--- src/rtl/dma_ctrl_slave_mc.sv ---
// dma_ctrl_slave_mc: NUM_CH-channel DMA descriptor slave with round-robin launch onto a shared read/write master pair.
// Define CTRL_TIMEOUT_EN to add a per-job watchdog that flags ERR after TIMEOUT_CYCLES busy cycles.
module dma_ctrl_slave_mc #(
  parameter int NUM_CH         = 4,
  parameter int ADDR_W         = $clog2(NUM_CH) + 2,
  parameter int TIMEOUT_CYCLES = 1 << 20,
  localparam int CH_W          = (NUM_CH > 1) ? $clog2(NUM_CH) : 1
) (
  input  logic              iClk,
  input  logic              iReset_n,
  input  logic              iChip_select,
  input  logic              iWrite,
  input  logic              iRead,
  input  logic [ADDR_W-1:0] iAddress,
  input  logic [31:0]       iWrite_data,
  input  logic              iWM_done,
  output logic [31:0]       oRead_data,
  output logic              oRM_start,
  output logic              oWM_start,
  output logic [31:0]       oSrc_address,
  output logic [31:0]       oDest_address,
  output logic [31:0]       oLength,
  output logic [CH_W-1:0]   oActive_ch,
  output logic              oIrq
);
  localparam logic [1:0] S_IDLE = 2'd0, S_BUSY = 2'd1, S_CMPL = 2'd2;
  logic [1:0]        r_state;
  logic [31:0]       r_src [NUM_CH];
  logic [31:0]       r_dst [NUM_CH];
  logic [31:0]       r_len [NUM_CH];
  logic [NUM_CH-1:0] r_pend, r_busy, r_done, r_irq_en, w_err;
  logic [CH_W-1:0]   w_ch, w_sel, w_idx;
  logic [1:0]        w_off;
  logic              w_hit, w_wr, w_lock, w_any, w_done_ev, w_to_ev;

  assign w_off     = iAddress[1:0];
  assign w_ch      = CH_W'(iAddress >> 2);
  assign w_hit     = int'(iAddress >> 2) < NUM_CH;
  assign w_wr      = iChip_select && iWrite && w_hit;
  assign w_lock    = r_pend[w_ch] || r_busy[w_ch];
  assign w_done_ev = (r_state == S_BUSY) && iWM_done;
  assign oIrq      = |((r_done | w_err) & r_irq_en);

  // lowest rotation distance from the last launched channel wins
  always_comb begin
    w_sel = oActive_ch;
    w_any = 1'b0;
    w_idx = '0;
    for (int k = NUM_CH - 1; k >= 0; k--) begin
      w_idx = CH_W'((int'(oActive_ch) + 1 + k) % NUM_CH);
      if (r_pend[w_idx]) begin
        w_sel = w_idx;
        w_any = 1'b1;
      end
    end
  end

  always_ff @(posedge iClk or negedge iReset_n) begin
    if (!iReset_n) begin
      for (int k = 0; k < NUM_CH; k++) begin
        r_src[k] <= '0;
        r_dst[k] <= '0;
        r_len[k] <= '0;
      end
      r_pend        <= '0;
      r_busy        <= '0;
      r_done        <= '0;
      r_irq_en      <= '0;
      r_state       <= S_IDLE;
      oRM_start     <= 1'b0;
      oWM_start     <= 1'b0;
      oSrc_address  <= '0;
      oDest_address <= '0;
      oLength       <= '0;
      oActive_ch    <= '0;
    end else begin
      oRM_start <= 1'b0;
      oWM_start <= 1'b0;
      if (w_wr && w_off == 2'd3) begin
        r_irq_en[w_ch] <= iWrite_data[1];
        if (iWrite_data[2]) r_done[w_ch] <= 1'b0;
        if (iWrite_data[0] && !w_lock) begin
          if (r_len[w_ch] == '0) r_done[w_ch] <= 1'b1;
          else r_pend[w_ch] <= 1'b1;
        end
      end
      if (w_wr && !w_lock) begin
        if (w_off == 2'd0) r_src[w_ch] <= iWrite_data;
        if (w_off == 2'd1) r_dst[w_ch] <= iWrite_data;
        if (w_off == 2'd2) r_len[w_ch] <= iWrite_data;
      end
      // scheduler updates come last so a completion's DONE set beats a same-cycle DONE_CLR
      case (r_state)
        S_IDLE: if (w_any) begin
          oSrc_address  <= r_src[w_sel];
          oDest_address <= r_dst[w_sel];
          oLength       <= r_len[w_sel];
          oActive_ch    <= w_sel;
          oRM_start     <= 1'b1;
          oWM_start     <= 1'b1;
          r_pend[w_sel] <= 1'b0;
          r_busy[w_sel] <= 1'b1;
          r_state       <= S_BUSY;
        end
        S_BUSY: if (w_done_ev || w_to_ev) begin
          r_busy[oActive_ch] <= 1'b0;
          if (w_done_ev) r_done[oActive_ch] <= 1'b1;
          r_state <= S_CMPL;
        end
        default: r_state <= S_IDLE;
      endcase
    end
  end

  always_ff @(posedge iClk or negedge iReset_n) begin
    if (!iReset_n) oRead_data <= '0;
    else if (iChip_select && iRead)
      oRead_data <= !w_hit ? '0 :
                    w_off == 2'd0 ? r_src[w_ch] :
                    w_off == 2'd1 ? r_dst[w_ch] :
                    w_off == 2'd2 ? r_len[w_ch] :
                    {27'd0, r_irq_en[w_ch], w_err[w_ch], r_pend[w_ch], r_done[w_ch], r_busy[w_ch]};
  end

`ifdef CTRL_TIMEOUT_EN
  localparam int TW = $clog2(TIMEOUT_CYCLES + 1);
  logic [TW-1:0]     r_tcnt;
  logic [NUM_CH-1:0] r_err;
  assign w_to_ev = (r_state == S_BUSY) && !iWM_done && (r_tcnt == TW'(TIMEOUT_CYCLES - 1));
  assign w_err   = r_err;
  always_ff @(posedge iClk or negedge iReset_n) begin
    if (!iReset_n) begin
      r_tcnt <= '0;
      r_err  <= '0;
    end else begin
      r_tcnt <= (r_state == S_BUSY) ? r_tcnt + TW'(1) : '0;
      if (w_wr && w_off == 2'd3 && iWrite_data[3]) r_err[w_ch] <= 1'b0;
      if (w_to_ev) r_err[oActive_ch] <= 1'b1;
    end
  end
`else
  assign w_to_ev = 1'b0;
  assign w_err   = '0;
`endif
endmodule
--- config.mk ---
export PLATFORM = sky130hd
export DESIGN_NAME = dma_ctrl_slave_mc
export DESIGN_NICKNAME = d
export VERILOG_FILES = /design/src/rtl/dma_ctrl_slave_mc.sv
export SDC_FILE = /design/constraint.sdc
export NUM_CORES = 1
export LEC_CHECK = 0
export CAP_MARGIN = 20
export CORE_ASPECT_RATIO = 0.8
export CORE_MARGIN = 1.5
export CORE_UTILIZATION = 28
export DETAILED_ROUTE_END_ITERATION = 10
export DONT_BUFFER_PORTS = 1
export PLACE_DENSITY_LB_ADDON = 0.1
export SLEW_MARGIN = 25
export SYNTH_ARGS = -nofsm -noshare
export SYNTH_HDL_FRONTEND = slang
export SYNTH_SLANG_ARGS = --single-unit
--- constraint.sdc ---
create_clock -name iClk -period 3.5 [get_ports iClk]
set_input_delay 0.7 -clock iClk [delete_from_list [all_inputs] [get_ports iClk]]
set_output_delay 0.7 -clock iClk [all_outputs]
set_load 0.01 [all_outputs]
== Word level (Yosys, flattened, before mapping) ==
Index checks and enable logic that the tools add are counted.
Word-level totals
  latch bits: 0
  ROM bits: 0
  RAM bits: 0
  word-level logic and storage cells: 164
  output and inout port bits: 133
  flip-flop bits (word level): 533
  input port bits: 42
  memories: 0
Cells by class
  order comparisons: 14
  multiplexer cells: 80
  reductions and logical operators: 24
  div/mod/pow operators: 0
  equality and inequality tests: 6
  add/subtract/negate cells: 4
  multiply operators: 0
  shift operators: 0
  bitwise gates (word level): 13
Operators by type and width (count)
  2-to-1 mux 32 bit: 17
  binary-select mux 32 bit (select 2 bit): 6
  bitwise mux 128 bit: 3
  demux 32 bit (select 2 bit): 1
  2-to-1 mux 4 bit: 14
  logical NOT 32 bit: 1
  less-than comparator 2 x 3 -> 1 bit (second input constant): 8
  binary-select mux 1 bit (select 2 bit): 9
  2-to-1 mux 1 bit: 18
  bitwise AND 4 bit: 4
  bitwise OR 4 bit: 4
  2-to-1 mux 2 bit: 6
  NOT 4 bit: 3
  logical AND 1 bit: 11
  AND reduction 2 bit: 5
  one-hot mux 4 bit (2 select lines): 1
  demux 1 bit (select 2 bit): 3
  >= comparator 2 x 1 -> 1 bit (second input constant): 3
  >= comparator 3 bit (second input constant): 2
  NOT 2 -> 3 bit: 2
  adder 2 x 1 -> 2 bit (second input constant): 2
  adder 2 bit (second input constant): 2
  bitwise mux 4 bit: 1
  equality test 2 x 1 -> 1 bit (second input constant): 2
  other kinds (10): 13

== Depth between registers and ports, before layout ==
  word-level depth: 16
  mapped depth: 11
  gate-level depth less buffers: 8

== Worst setup path before layout ==
OpenSTA, ideal clock, no wires.
  path type: in2reg
  from: input port iAddress[2]
  to: register r_src[100] in the netlist's numbering
  setup slack: 0.748 ns
  required time: 3.375 ns
  path buffers: 1
  stages: 7
  setup time: 0.125 ns
  arrival: 2.627 ns
  cell sequence: mux4_2 nor2_1 nand3_1 or3_1 nor3_2 buf_4 mux2_2
Between the ends
  cells in the longest elaborated chain, start to end: 6
  elaborated cells between the ends (all ways): 17
  classes of those cells: order compare (3); mux (7); bitwise (1); reduce/logical (6)
RTL lines
  start: declaration: line 14  | input logic [ADDR_W-1:0] iAddress,
  NOT 2 -> 3 bit (not written as such) or binary-select mux 1 bit (select 2 bit) (tied branches): line 88, 40
  >= comparator 3 bit (not written as such), or another cell as far along: line 88  | if (w_off == 2'd0) r_src[w_ch] <= iWrite_data;
  logical AND 1 bit (not written as such) or logical OR 1 bit (tied branches): line 88, 40
  2-to-1 mux 32 bit (not written as such) or logical NOT 1 bit (tied branches): line 88, 87
  demux 32 bit (select 2 bit) or logical AND 1 bit (tied branches): line 88, 87
  bitwise mux 128 bit or AND reduction 2 bit (tied branches)
  end signal: indexed assignment: line 88
  end: declaration: line 28  | logic [31:0] r_src [NUM_CH];
Several ways; a longest one is shown, not always the timed one. The select of a mux whose other input is x is not followed.
A chain may end at the register's enable or synchronous reset.

== Worst setup path after layout ==
  from: register oActive_ch[0]
  to: register oSrc_address[17]
Between the ends
  cells in the longest elaborated chain, start to end: 12
  elaborated cells between the ends (all ways): 25
  classes of those cells: add/sub (4); mux (19); bitwise (1); reduce/logical (1)
RTL lines
  start: declaration: line 23  | output logic [CH_W-1:0] oActive_ch,
  start signal: assignment: line 98  | oActive_ch <= w_sel;
  adder 2 x 1 -> 2 bit (2 in a row): line 50  | w_idx = CH_W'((int'(oActive_ch) + 1 + k) % NUM_CH);
  binary-select mux 1 bit (select 2 bit): line 51  | if (r_pend[w_idx]) begin
  2-to-1 mux 1 bit (not written as such): line 51
  2-to-1 mux 2 bit (4 in a row): line 51
  NOT 2 -> 3 bit (not written as such): line 95  | oSrc_address <= r_src[w_sel];
  binary-select mux 32 bit (select 2 bit): line 95
  2-to-1 mux 32 bit (not written as such) (2 in a row): line 95
  end signal: assignment: line 95
  end: declaration: line 20  | output logic [31:0] oSrc_address,
Several ways; a longest one is shown, not always the timed one. The select of a mux whose other input is x is not followed.

==> run_results.csv <==
group,metric,value,unit
global_route,grt_pass1_wl,128500,um
routing,dr.pass1.iters,5,
routing,ant_nets,0,
critical_path,critPathTopFamily,"buffers and inverters",
final_layout,nFillCells,8927,
global_route,grt_pass1_vias,16892,
critical_path,cp_max_fo,41,
timing,worstMarginPinSlew,2.748,ns
critical_path,crit_path_end_kind,"register",
routing,drt_wl_total,88140,um
synth,ys_ff_latch,533,
floorplan,ios,175,
synth,ys_warn_count,0,
final_layout,num_antenna_cells,0,
floorplan,coreArea,89510,um2
routing,dr.first_iter.drc_count,1121,
final_layout,multi_input_area,11250,um2
synth,syn-num-nets,1928,
clock_tree,clock_sinks,533,
status,outcome,"finished, violations left",
placed_design,gp_congestion,0.7633,
power,leakage,12.91,nW
final_layout,layout.cells.non_filler,3074,
timing,layout_setup_ws,0.5110,ns
power,powerDensity,894.2,nW/um2
clock_tree,cts_inserted_buffers,61,
clock_tree,cts_resized,0,
clock_tree,cts_root_buffer,"clkbuf_16",
global_route,grt_max_degree,534,
clock_tree,cts_max_level,2,
routing,vias_per_cell,5.250,
critical_path,startpoint_type,"register",
placed_design,dp_hpwl,52360,um
critical_path,cp_slowest_stage_delay,0.73,ns
power,worst_ir_drop_vdd,0.9434,mV
placed_design,place_ws,0.2349,ns
synth,syn_area_per_cell,13.48,um2
clock_tree,clockBufferDepth,3,
placed_design,place_area,26820,um2
clock_tree,post_cts_buffers,0,
final_layout,syn_to_final_growth,13.99,%
synth,synth.distinct_cells,41,
timing,slew-limit-headroom,-83.19,%
clock_tree,clk_pin_slew,0.06,ns
floorplan,dieArea,92460,um2
timing,setup_tns,0,ns
floorplan,num_rows,98,
final_layout,mostFrequentLayoutCell,"dfrtp_1",
final_layout,layout.nets,1871,
placed_design,port_buffers,0,
synth,synth_cells,1882,
timing,finalSetupViolCount,0,
power,power,25.87,mW
global_route,antenna_found_initial,0,
status,violations,"hold timing, slew limit",
timing,whs,-0.1800,ns
floorplan,initial_core_util,28.35,%
placed_design,post-place-cells,2962,
timing,period_needed,2.989,ns
synth,yosysSeqAreaShare,52.56,%
floorplan,dieWidth,339.6,um
global_route,overflow,0,
timing,fin_crit_sh,85.40,%
routing,vias,16137,
clock_tree,cts_tree,"yes",
final_layout,postLayoutCellArea,28930,um2
floorplan,die_height,272.3,um
timing,hold_viol_final,73,
job,cap_violations,0,
final_layout,drive_gt1_share,36.98,%
final_layout,final_cell_mix,"dfrtp_1 (533), mux2_2 (409), mux4_2 (104)",
critical_path,crit_slowest_cell,"buf_4",
timing,final_max_slew_viol_count,364,
critical_path,arrival,3.54,ns
timing,fmax,334.6,MHz
final_layout,utilization,32.32,%
critical_path,path_buf_inv,2,
timing,rsz0062_at_grt,"no",
routing,drc_errors,0,
clock_tree,clk_latency,0.65,ns
final_layout,seq_area,13340,um2
routing,wl_per_cell,28.67,um
synth,netlist_area,25380,um2
critical_path,crit_chain,"inv_1 -> ha_1 -> nor2b_1 -> nand2_1 -> and3_2 -> a2111oi_2 -> buf_4 -> a22oi_1 -> o21ai_0",
timing,skew,0.01847,ns
global_route,grt.total_usage,18.99,%
critical_path,crit_type,"reg2reg",
critical_path,required,4.05,ns
min_path,hp-class,"in2async",
layout make-up:
| class | count | share of cell area, % |
|---|---|---|
| clock buffers | 94 | 6.505 |
| repair buffers | 56 | 2.016 |
| clock inverters | 18 | 0.7958 |
| well taps | 1200 | 5.190 |
| inverters | 39 | 0.5061 |
| flip-flops and latches | 533 | 46.11 |
| multi-input cells | 1134 | 38.88 |
flip-flops by register name (all words and copies together) (netlist names):
register,count
oRead_data,32
oDest_address,32
oLength,32
r_len,128
r_irq_en,4
r_pend,4
oSrc_address,32
oWM_start,1
r_state,2
r_src,128
r_busy,4
r_dst,128
r_done,4
oActive_ch,2
cells in the mapped netlist:
master	instances	share of area, %
o211ai_1	1	0.030
inv_2	1	0.015
nor3b_2	1	0.049
clkbuf_1	94	1.4
and2_1	1	0.025
a221oi_1	32	1.1
nor2b_1	7	0.17
o21a_1	1	0.030
mux2_1	13	0.58
nand2b_1	4	0.099
nor3_1	2	0.039
mux2_2	409	18
buf_1	30	0.44
a21o_1	1	0.030
nor4_1	10	0.25
a22oi_1	68	2.0
o2bb2ai_1	3	0.10
buf_2	44	0.87
a21oi_1	32	0.63
nor3b_1	2	0.059
o22ai_1	33	0.81
and3_1	1	0.025
dfrtp_1	533	53
a2bb2oi_1	66	2.3
inv_1	38	0.56
o31ai_1	1	0.030
mux4_2	104	9.2
buf_4	8	0.24
nand4_1	3	0.074
nor2_1	70	1.0
nor3_2	1	0.039
nand2_1	54	0.80
a2111oi_0	1	0.035
or3_1	3	0.074
mux2i_1	94	3.7
nand3_1	5	0.099
o21ai_0	102	2.0
nor2_2	3	0.074
ha_1	4	0.20
a31oi_1	1	0.025
a21boi_0	1	0.030
routing by layer:
layer	vias to the layer above	share of wire [%]	track usage, %	wire length (um)
li1	6961	-	-	-
met1	8713	44	24.91	38600
met2	349	48	31.06	42090
met3	114	6.5	5.318	5696
met4	0	2.0	4.370	1760
met5	-	0	0	0
kinds of logic (layout without fill, tap and decap cells):
kind of cell,count (synthesis),count (layout),synth area share [%]
AOI/OAI and AO/OA,343,343,9.160
DFF,533,533,52.56
adders and majority gates,4,4,0.1972
muxes,620,620,31.66
buffers and inverters,215,207,3.515
and+or+nand+nor,167,167,2.909
report_power, final:
group / internal (mW) / total (mW) / switching (mW)
Clock: 4.04 / 6.79 / 2.75
Combinational: 4.08 / 9.26 / 5.18
Sequential: 7.95 / 9.82 / 1.86
path summary, 6_finish.rpt:
path,depth (start not counted),startpoint,endpoint,slack [ns]
max,9,oActive_ch[0],oSrc_address[17],0.51
min,0,iReset_n,oDest_address[3],-0.18
max reg2reg,9,oActive_ch[0],oSrc_address[17],0.51
min reg2reg,2,r_busy[2],r_busy[2],0.49
max in group asynchronous,0,iReset_n,r_len[64],1.57
min in group iClk,1,iWM_done,r_state[0],0.18
(Power assumes the default switching activity.)
